<file path="src/rtl/mem_port_arbiter.sv">
// Round-robin arbiter that lets NCORES pipelined cores share one single-ported data memory.
// It grants one access per cycle, tracks loads in flight through a tag pipe and drives each core's stall_num.
module mem_port_arbiter #(
  parameter int NCORES      = 2,
  parameter int MEM_LAT     = 2,
  parameter int STALL_STAGE = 6
) (
  input  logic                  clk,
  input  logic                  rst,
  input  logic [NCORES-1:0]     req_rd,
  input  logic [NCORES-1:0]     req_wr,
  input  logic [NCORES*15-1:0]  req_addr,
  input  logic [NCORES*16-1:0]  req_wdata,
  output logic [NCORES*3-1:0]   stall_num,
  output logic [NCORES-1:0]     rsp_valid,
  output logic [NCORES*16-1:0]  rsp_data,
  output logic                  mem_ren,
  output logic [14:0]           mem_raddr,
  input  logic [15:0]           mem_rdata,
  output logic                  mem_wen,
  output logic [14:0]           mem_waddr,
  output logic [15:0]           mem_wdata
);

  localparam int IDW = (NCORES > 2) ? 2 : 1;
  localparam logic [2:0] STALL_V = 3'(STALL_STAGE);

  function automatic logic [IDW-1:0] next_idx(input logic [IDW-1:0] i);
    if (int'(i) >= NCORES - 1) return '0;
    return i + 1'b1;
  endfunction

  logic [IDW-1:0]    rr_ptr;
  logic [NCORES-1:0] wr_done;
  logic              tag_vld_p [MEM_LAT];
  logic [IDW-1:0]    tag_id_p  [MEM_LAT];

  logic [NCORES-1:0] pending, want_wr, want, elig;
  logic              gnt_vld, gnt_wr, gnt_rd, rd_left, out_vld, served, hold;
  logic [IDW-1:0]    gnt_idx, cidx;
  logic [14:0]       sel_addr;
  logic [15:0]       sel_wdata;
  int                cand;

  // A core whose write half of a rd+wr pair was served ignores req_wr until its read is granted.
  always_comb begin
    pending = '0;
    for (int s = 0; s < MEM_LAT - 1; s++)
      if (tag_vld_p[s]) pending[tag_id_p[s]] = 1'b1;
    want_wr = req_wr & ~wr_done;
    want    = req_rd | want_wr;
    elig    = want & ~pending;

    gnt_vld = 1'b0;
    gnt_idx = '0;
    cand    = 0;
    cidx    = '0;
    for (int k = 0; k < NCORES; k++) begin
      cand = int'(rr_ptr) + k;
      if (cand >= NCORES) cand = cand - NCORES;
      cidx = IDW'(cand);
      if (!gnt_vld && elig[cidx]) begin
        gnt_vld = 1'b1;
        gnt_idx = cidx;
      end
    end
    gnt_wr  = gnt_vld & want_wr[gnt_idx];
    gnt_rd  = gnt_vld & ~want_wr[gnt_idx];
    rd_left = gnt_wr & req_rd[gnt_idx];

    sel_addr  = '0;
    sel_wdata = '0;
    for (int i = 0; i < NCORES; i++)
      if (IDW'(i) == gnt_idx) begin
        sel_addr  = req_addr[15*i +: 15];
        sel_wdata = req_wdata[16*i +: 16];
      end
  end

  always_comb begin
    mem_ren   = gnt_rd & ~rst;
    mem_wen   = gnt_wr & ~rst;
    mem_raddr = mem_ren ? sel_addr : '0;
    mem_waddr = mem_wen ? sel_addr : '0;
    mem_wdata = mem_wen ? sel_wdata : '0;

    rsp_valid = '0;
    rsp_data  = '0;
    stall_num = '0;
    served    = 1'b0;
    hold      = 1'b0;
    out_vld   = tag_vld_p[MEM_LAT-1] & ~rst;
    for (int i = 0; i < NCORES; i++) begin
      if (out_vld && tag_id_p[MEM_LAT-1] == IDW'(i)) begin
        rsp_valid[i]        = 1'b1;
        rsp_data[16*i +: 16] = mem_rdata;
      end
      served = gnt_vld && (gnt_idx == IDW'(i)) && !rd_left;
      hold   = (want[i] && !served) || pending[i];
      stall_num[3*i +: 3] = (hold && !rst) ? STALL_V : 3'd0;
    end
  end

  // Control state: pointer, rd+wr bookkeeping and tag valid bits.
  always_ff @(posedge clk) begin
    if (rst) begin
      rr_ptr  <= '0;
      wr_done <= '0;
      for (int s = 0; s < MEM_LAT; s++) tag_vld_p[s] <= 1'b0;
    end else begin
      if (gnt_vld) rr_ptr <= rd_left ? gnt_idx : next_idx(gnt_idx);
      wr_done <= wr_done & req_rd;
      if (rd_left) wr_done[gnt_idx] <= 1'b1;
      if (gnt_rd)  wr_done[gnt_idx] <= 1'b0;
      tag_vld_p[0] <= gnt_rd;
      for (int s = 1; s < MEM_LAT; s++) tag_vld_p[s] <= tag_vld_p[s-1];
    end
  end

  // Tag ids ride alongside the valid bits; they are only looked at when valid.
  always_ff @(posedge clk) begin
    tag_id_p[0] <= gnt_idx;
    for (int s = 1; s < MEM_LAT; s++) tag_id_p[s] <= tag_id_p[s-1];
  end

endmodule

</file>
<file path="config.mk">
export PLATFORM = sky130hd
export DESIGN_NAME = mem_port_arbiter
export DESIGN_NICKNAME = d
export VERILOG_FILES = /design/src/rtl/mem_port_arbiter.sv
export SDC_FILE = /design/constraint.sdc
export NUM_CORES = 1
export LEC_CHECK = 0
export BUFFER_PORTS_ARGS = -buffer_cell sky130_fd_sc_hd__buf_2
export CORE_ASPECT_RATIO = 0.9
export CORE_MARGIN = 2
export CORE_UTILIZATION = 31
export DETAILED_ROUTE_END_ITERATION = 8
export PLACE_DENSITY = 0.78
export SYNTH_ARGS = -nofsm -noshare
export SYNTH_HDL_FRONTEND = slang
export SYNTH_SLANG_ARGS = --single-unit
</file>
<file path="constraint.sdc">
create_clock -name clk -period 2 [get_ports clk]
set_clock_uncertainty 0.1 [all_clocks]
set_input_delay 0.4 -clock clk [delete_from_list [all_inputs] [get_ports clk]]
set_output_delay 0.4 -clock clk [all_outputs]
set_load 0.01 [all_outputs]
</file>
# Word level (Yosys, flattened, before mapping)
# Memories as Yosys holds them, arrays and structs flattened.
# Cells that the tools add are included.
# totals
inputBits,84
mem_bits_rw,4
out_inout_bits,88
memories,2
register_bits,3
elab_cells,102
# classes
order_cmp,9
mux,44
add_sub_neg,4
n_reduce_logical,20
bitwise,21
# memory_table
name,depth,word_bits,rd,rd_clocked_by_memory_dff,write_ports,line,source
tag_id_p,2,1,2,0,2,36,logic [IDW-1:0] tag_id_p [MEM_LAT];
tag_vld_p,2,1,2,0,2,35,logic tag_vld_p [MEM_LAT];
# ops
op,count
two-way mux 16 bit,4
two-way mux 15 bit,3
two-way mux 1 bit,29
logical AND 1 bit,13
bitwise AND 2 bit,4
less-than comparator 1 x 2 -> 1 bit (second input constant),4
two-way mux 2 bit,4
bitwise AND 1 bit,6
two-way mux 3 bit,2
inverter 2 bit,3
logical NOT 1 bit,5
inverter 1 bit,4
OR 2 bit,2
greater-or-equal comparator 1 bit (second input constant),3
adder 1 x 1 -> 2 bit (second input constant),1
demux 1 bit (select 1 bit),2
greater-or-equal comparator 1 x 2 -> 1 bit (second input constant),1
greater-or-equal comparator 2 bit (second input constant),1
logical OR 1 bit,2
OR 1 bit,2
subtractor 1 bit (second input constant),2
adder 1 bit (second input constant),1

# Depth between registers and ports, before layout
# An unclocked memory read counts as a cell.
# depth
ltp_word,25
mapped_depth,7
depth_no_buf,4

# Least setup slack after synthesis
# OpenSTA, ideal clock, no wires.
# synth_timing
path_kind,input port to output port
start,input port req_wr[1]
end,output port stall_num[2]
path_stages,6
required_ns,1.500
path_buffers,2
setup_slack_ns,-0.187
arrival_time_ns,1.687
cell_sequence,nor2b_1 -> buf_6 -> o211ai_1 -> maj3_1 -> a21oi_1 -> buf_4
# synth_between
elab_chain_cells,20
elab_cells_between_ends,28
classes_between,mux: 13; bitwise: 6; reduce/logical: 9
# synth_rtl
item,line,source
start: declaration,11,"input logic [NCORES-1:0] req_wr,"
bitwise AND 2 bit (*),50,want_wr = req_wr & ~wr_done;
OR 2 bit,51,want = req_rd | want_wr;
bitwise AND 2 bit,52,elig = want & ~pending;
two-way mux 1 bit (not written as such) (2 in a row),62,if (!gnt_vld && elig[cidx]) begin
two-way mux 1 bit,62,
logical NOT 1 bit,62,
logical AND 1 bit,62,
two-way mux 1 bit,62,
[3 not listed],n/a,
bitwise AND 1 bit,69,rd_left = gnt_wr & req_rd[gnt_idx];
logical NOT 1 bit,98,served = gnt_vld && (gnt_idx == IDW'(i)) && !rd_left;
logical AND 1 bit (*),98,
logical NOT 1 bit (*),99,hold = (want[i] && !served) || pending[i];
logical AND 1 bit (*),99,
logical OR 1 bit (*),99,
logical AND 1 bit (*),100,stall_num[3*i +: 3] = (hold && !rst) ? STALL_V : 3'd0;
two-way mux 3 bit (*),100,
end: declaration,14,"output logic [NCORES*3-1:0] stall_num,"
# Mark *: on every way between the ends. The rest lies on a longest branch, timed or not. The select of a mux whose other input is x is not followed.

==> metrics <==
failing checks setup timing; Clk network pwr share ~14%; RSZ-0062 raised after global routing true; initial antenna violation count 0; Critical Path Slowest Stage Cell dfxtp_2; WL per Instance 14.6 um; Total Power around 1500 uW; fin crit share 121%; combinational share of power 74.1%; vias in the first global route 2319; CORE AREA 4770 um2; pin count of the biggest net entering global routing 43; DRC 0; most frequent cells in the layout 168 x buf_2, 32 x and2_1, 31 x nand3_1, 30 x a211oi_2, 30 x buf_4; Clock transition at path regs approximately 0.04 ns; ANT cells 0; number of flops mapped to enable cells by yosys 0; Leakage 0.00153 uW; Seq cells post-synth 7; Worst Setup Slack, final -0.416 ns; Synth warnings 0; Post-Syn Area 1510 um2; NumNets Final around 500; critical path capture point type output pin; first-pass GRT wire length 10800 um; DRT Pass-1 Iters 4; Seq/Total Area, Yosys 9.29%; # IOs 172; most common cell after layout, fill and taps aside buf_2; CTS root buf clkbuf_8; actual slew at the worst max-slew pin 0.486 ns; critical path's top delay family compound AO/OA/AOI/OAI gates; Clock Latency Late Sink ~0.23 ns; critical path type reg -> out; CTS max path bufs 2; Max-slew headroom 67.2%; Slew Limit Fails 0; outcome finished, violations left; Post-synth ARST share 0%; Core Rows 24; Post-synth top flop dfxtp_1; post-route design area approximately 3100 um2; Initial Util 31.6%; Post-Synthesis Cells ~230; P per Cell Area 468 nW/um2; Die Footprint 5440 um2; global router's overall resource usage 23.9%; Final HPWL DP between 5000 and 6000 um; vias around 2500; Tmin final between 2 and 2.5 ns; crit path buf inv count 3; drt total wl 6950 um; CP Launch Type flip-flop; f_max 0.414 GHz; CTS H-Tree Depth 1; clock sinks 7; Sw Share 44.8%; gpl congestion ~0.79; Flop pwr share 11.5%; layout cell share with drive strength beyond 1 67.2%; gr ovfl total 0; flop2flop setup slack 0.27 ns; ANT nets after route 0; Final setup viols 52; Peak supply drop 0.000276 V; Die Ht 70.2 um; Hold Slack 0.365 ns; CP Data Required Time 1.50 ns; max-cap viol count 0; CP Cell Sequence and2b_4 > a211o_1 > buf_4 > a32oi_4 > buf_12 > a211oi_1 > buf_2; drt initial violations 93; Hold/Removal Path Class reg -> reg; Synth cell types 38; Arr. time, crit path 1.92 ns; port bufs 169; worst-path fanout max 13; dpl cell area 2930 um2; switching power 655 uW; CTS buffer count 3; internal power 808 uW; post-synthesis average cell area 6.67 um2; Final Hold Vio Count 0; Area growth syn-to-layout 107%; Max stage delay on crit path between 0.3 and 0.4 ns; Die Width 77.5 um; CTS tree yes; vias per inst 5.21
Yosys cell counts, types with 3 or more instances:
cell type  instances  area, um2
nor2_1             9       33.8
o21ai_1            3       15.0
and2_1            32        200
o21ai_0           29        145
buf_4              7       52.6
nand2_1            3       11.3
dfxtp_1            7        140
buf_6              3       33.8
buf_2              9       45.0
a211oi_1          47        353
clkbuf_1          11       41.3
nor2b_1            4       25.0
nand3_1           34        170
power by group through the flow:
| stage | combinational, uW | clock [uW] | sequential (uW) |
|---|---|---|---|
| after detailed placement | 974 | 0 | 168 |
| final | 1080 | 211 | 168 |
| after floorplan | 602 | 0 | 167 |
| after global routing | 1170 | 220 | 168 |
| after CTS | 993 | 214 | 167 |
| after global placement | 959 | 0 | 166 |
timing repair:
item	4_1_cts	5_1_grt
resized for setup	11	8
setup endpoints to repair	52	52
pin swaps	2	1
hold buffers	0	0
hold endpoints to repair	0	0
buffers inserted	1	2
gates cloned	0	3
final cells by class:
| type | count | area (um2) |
|---|---|---|
| repair buffers | 213 | 1350 |
| flip-flops and latches | 7 | 144 |
| multi-input cells | 186 | 1510 |
| fillers | 406 | 1650 |
| clock buffers | 4 | 45.0 |
| inverters | 1 | 3.75 |
| well taps | 65 | 81.3 |
through the flow:
| step | std cells | setup TNS [ns] | util, % | worst slack [ns] |
|---|---|---|---|---|
| final | 476 | -19.20 | 65.5 | -0.416 |
| after CTS | 471 | -17.96 | 63.1 | -0.394 |
| after floorplan | 227 | -0.535 | - | -0.0345 |
| after global routing | 476 | -22.16 | 65.5 | -0.467 |
| after global placement | 466 | -10.31 | 61.4 | -0.254 |
| after detailed placement | 466 | -12.02 | 61.4 | -0.311 |
routing by layer:
layer | global-route usage, % | up-vias | share of wire (%)
li1 | - | 1195 | -
met1 | 25.5 | 1143 | 38
met2 | 47.0 | 133 | 54
met3 | 4.91 | 10 | 7.5
met4 | 6.55 | 0 | 1.1
met5 | 0 | - | 0
worst paths after layout:
kind         cells past startpoint             from         endpoint
min                              1   tag_id_p[0][0]   tag_id_p[0][1]
min reg2reg                      1   tag_id_p[0][0]   tag_id_p[0][1]
max reg2reg                      6  tag_vld_p[0][0]  tag_vld_p[0][0]
max                              7  tag_vld_p[0][0]     mem_raddr[4]
flip-flops by register name, summed over array words and instances (netlist names):
register / count
wr_done: 2
tag_vld_p: 2
tag_id_p: 2
rr_ptr: 1
kinds of logic (layout without fill, tap and decap cells):
logic type	Yosys count	after routing	share of synthesized area, %
AO/OA/AOI/OAI	90	90	42.2
buffers and inverters	34	218	12.5
adder cells (fa/ha/maj)	1	1	0.664
multiplexers	1	1	0.664
XOR/XNOR	1	1	0.581
flip-flops	7	7	9.29
AND/OR/NAND/NOR	91	91	33.9
other	1	2	0.249
Power figures use the tool's default switching activity.
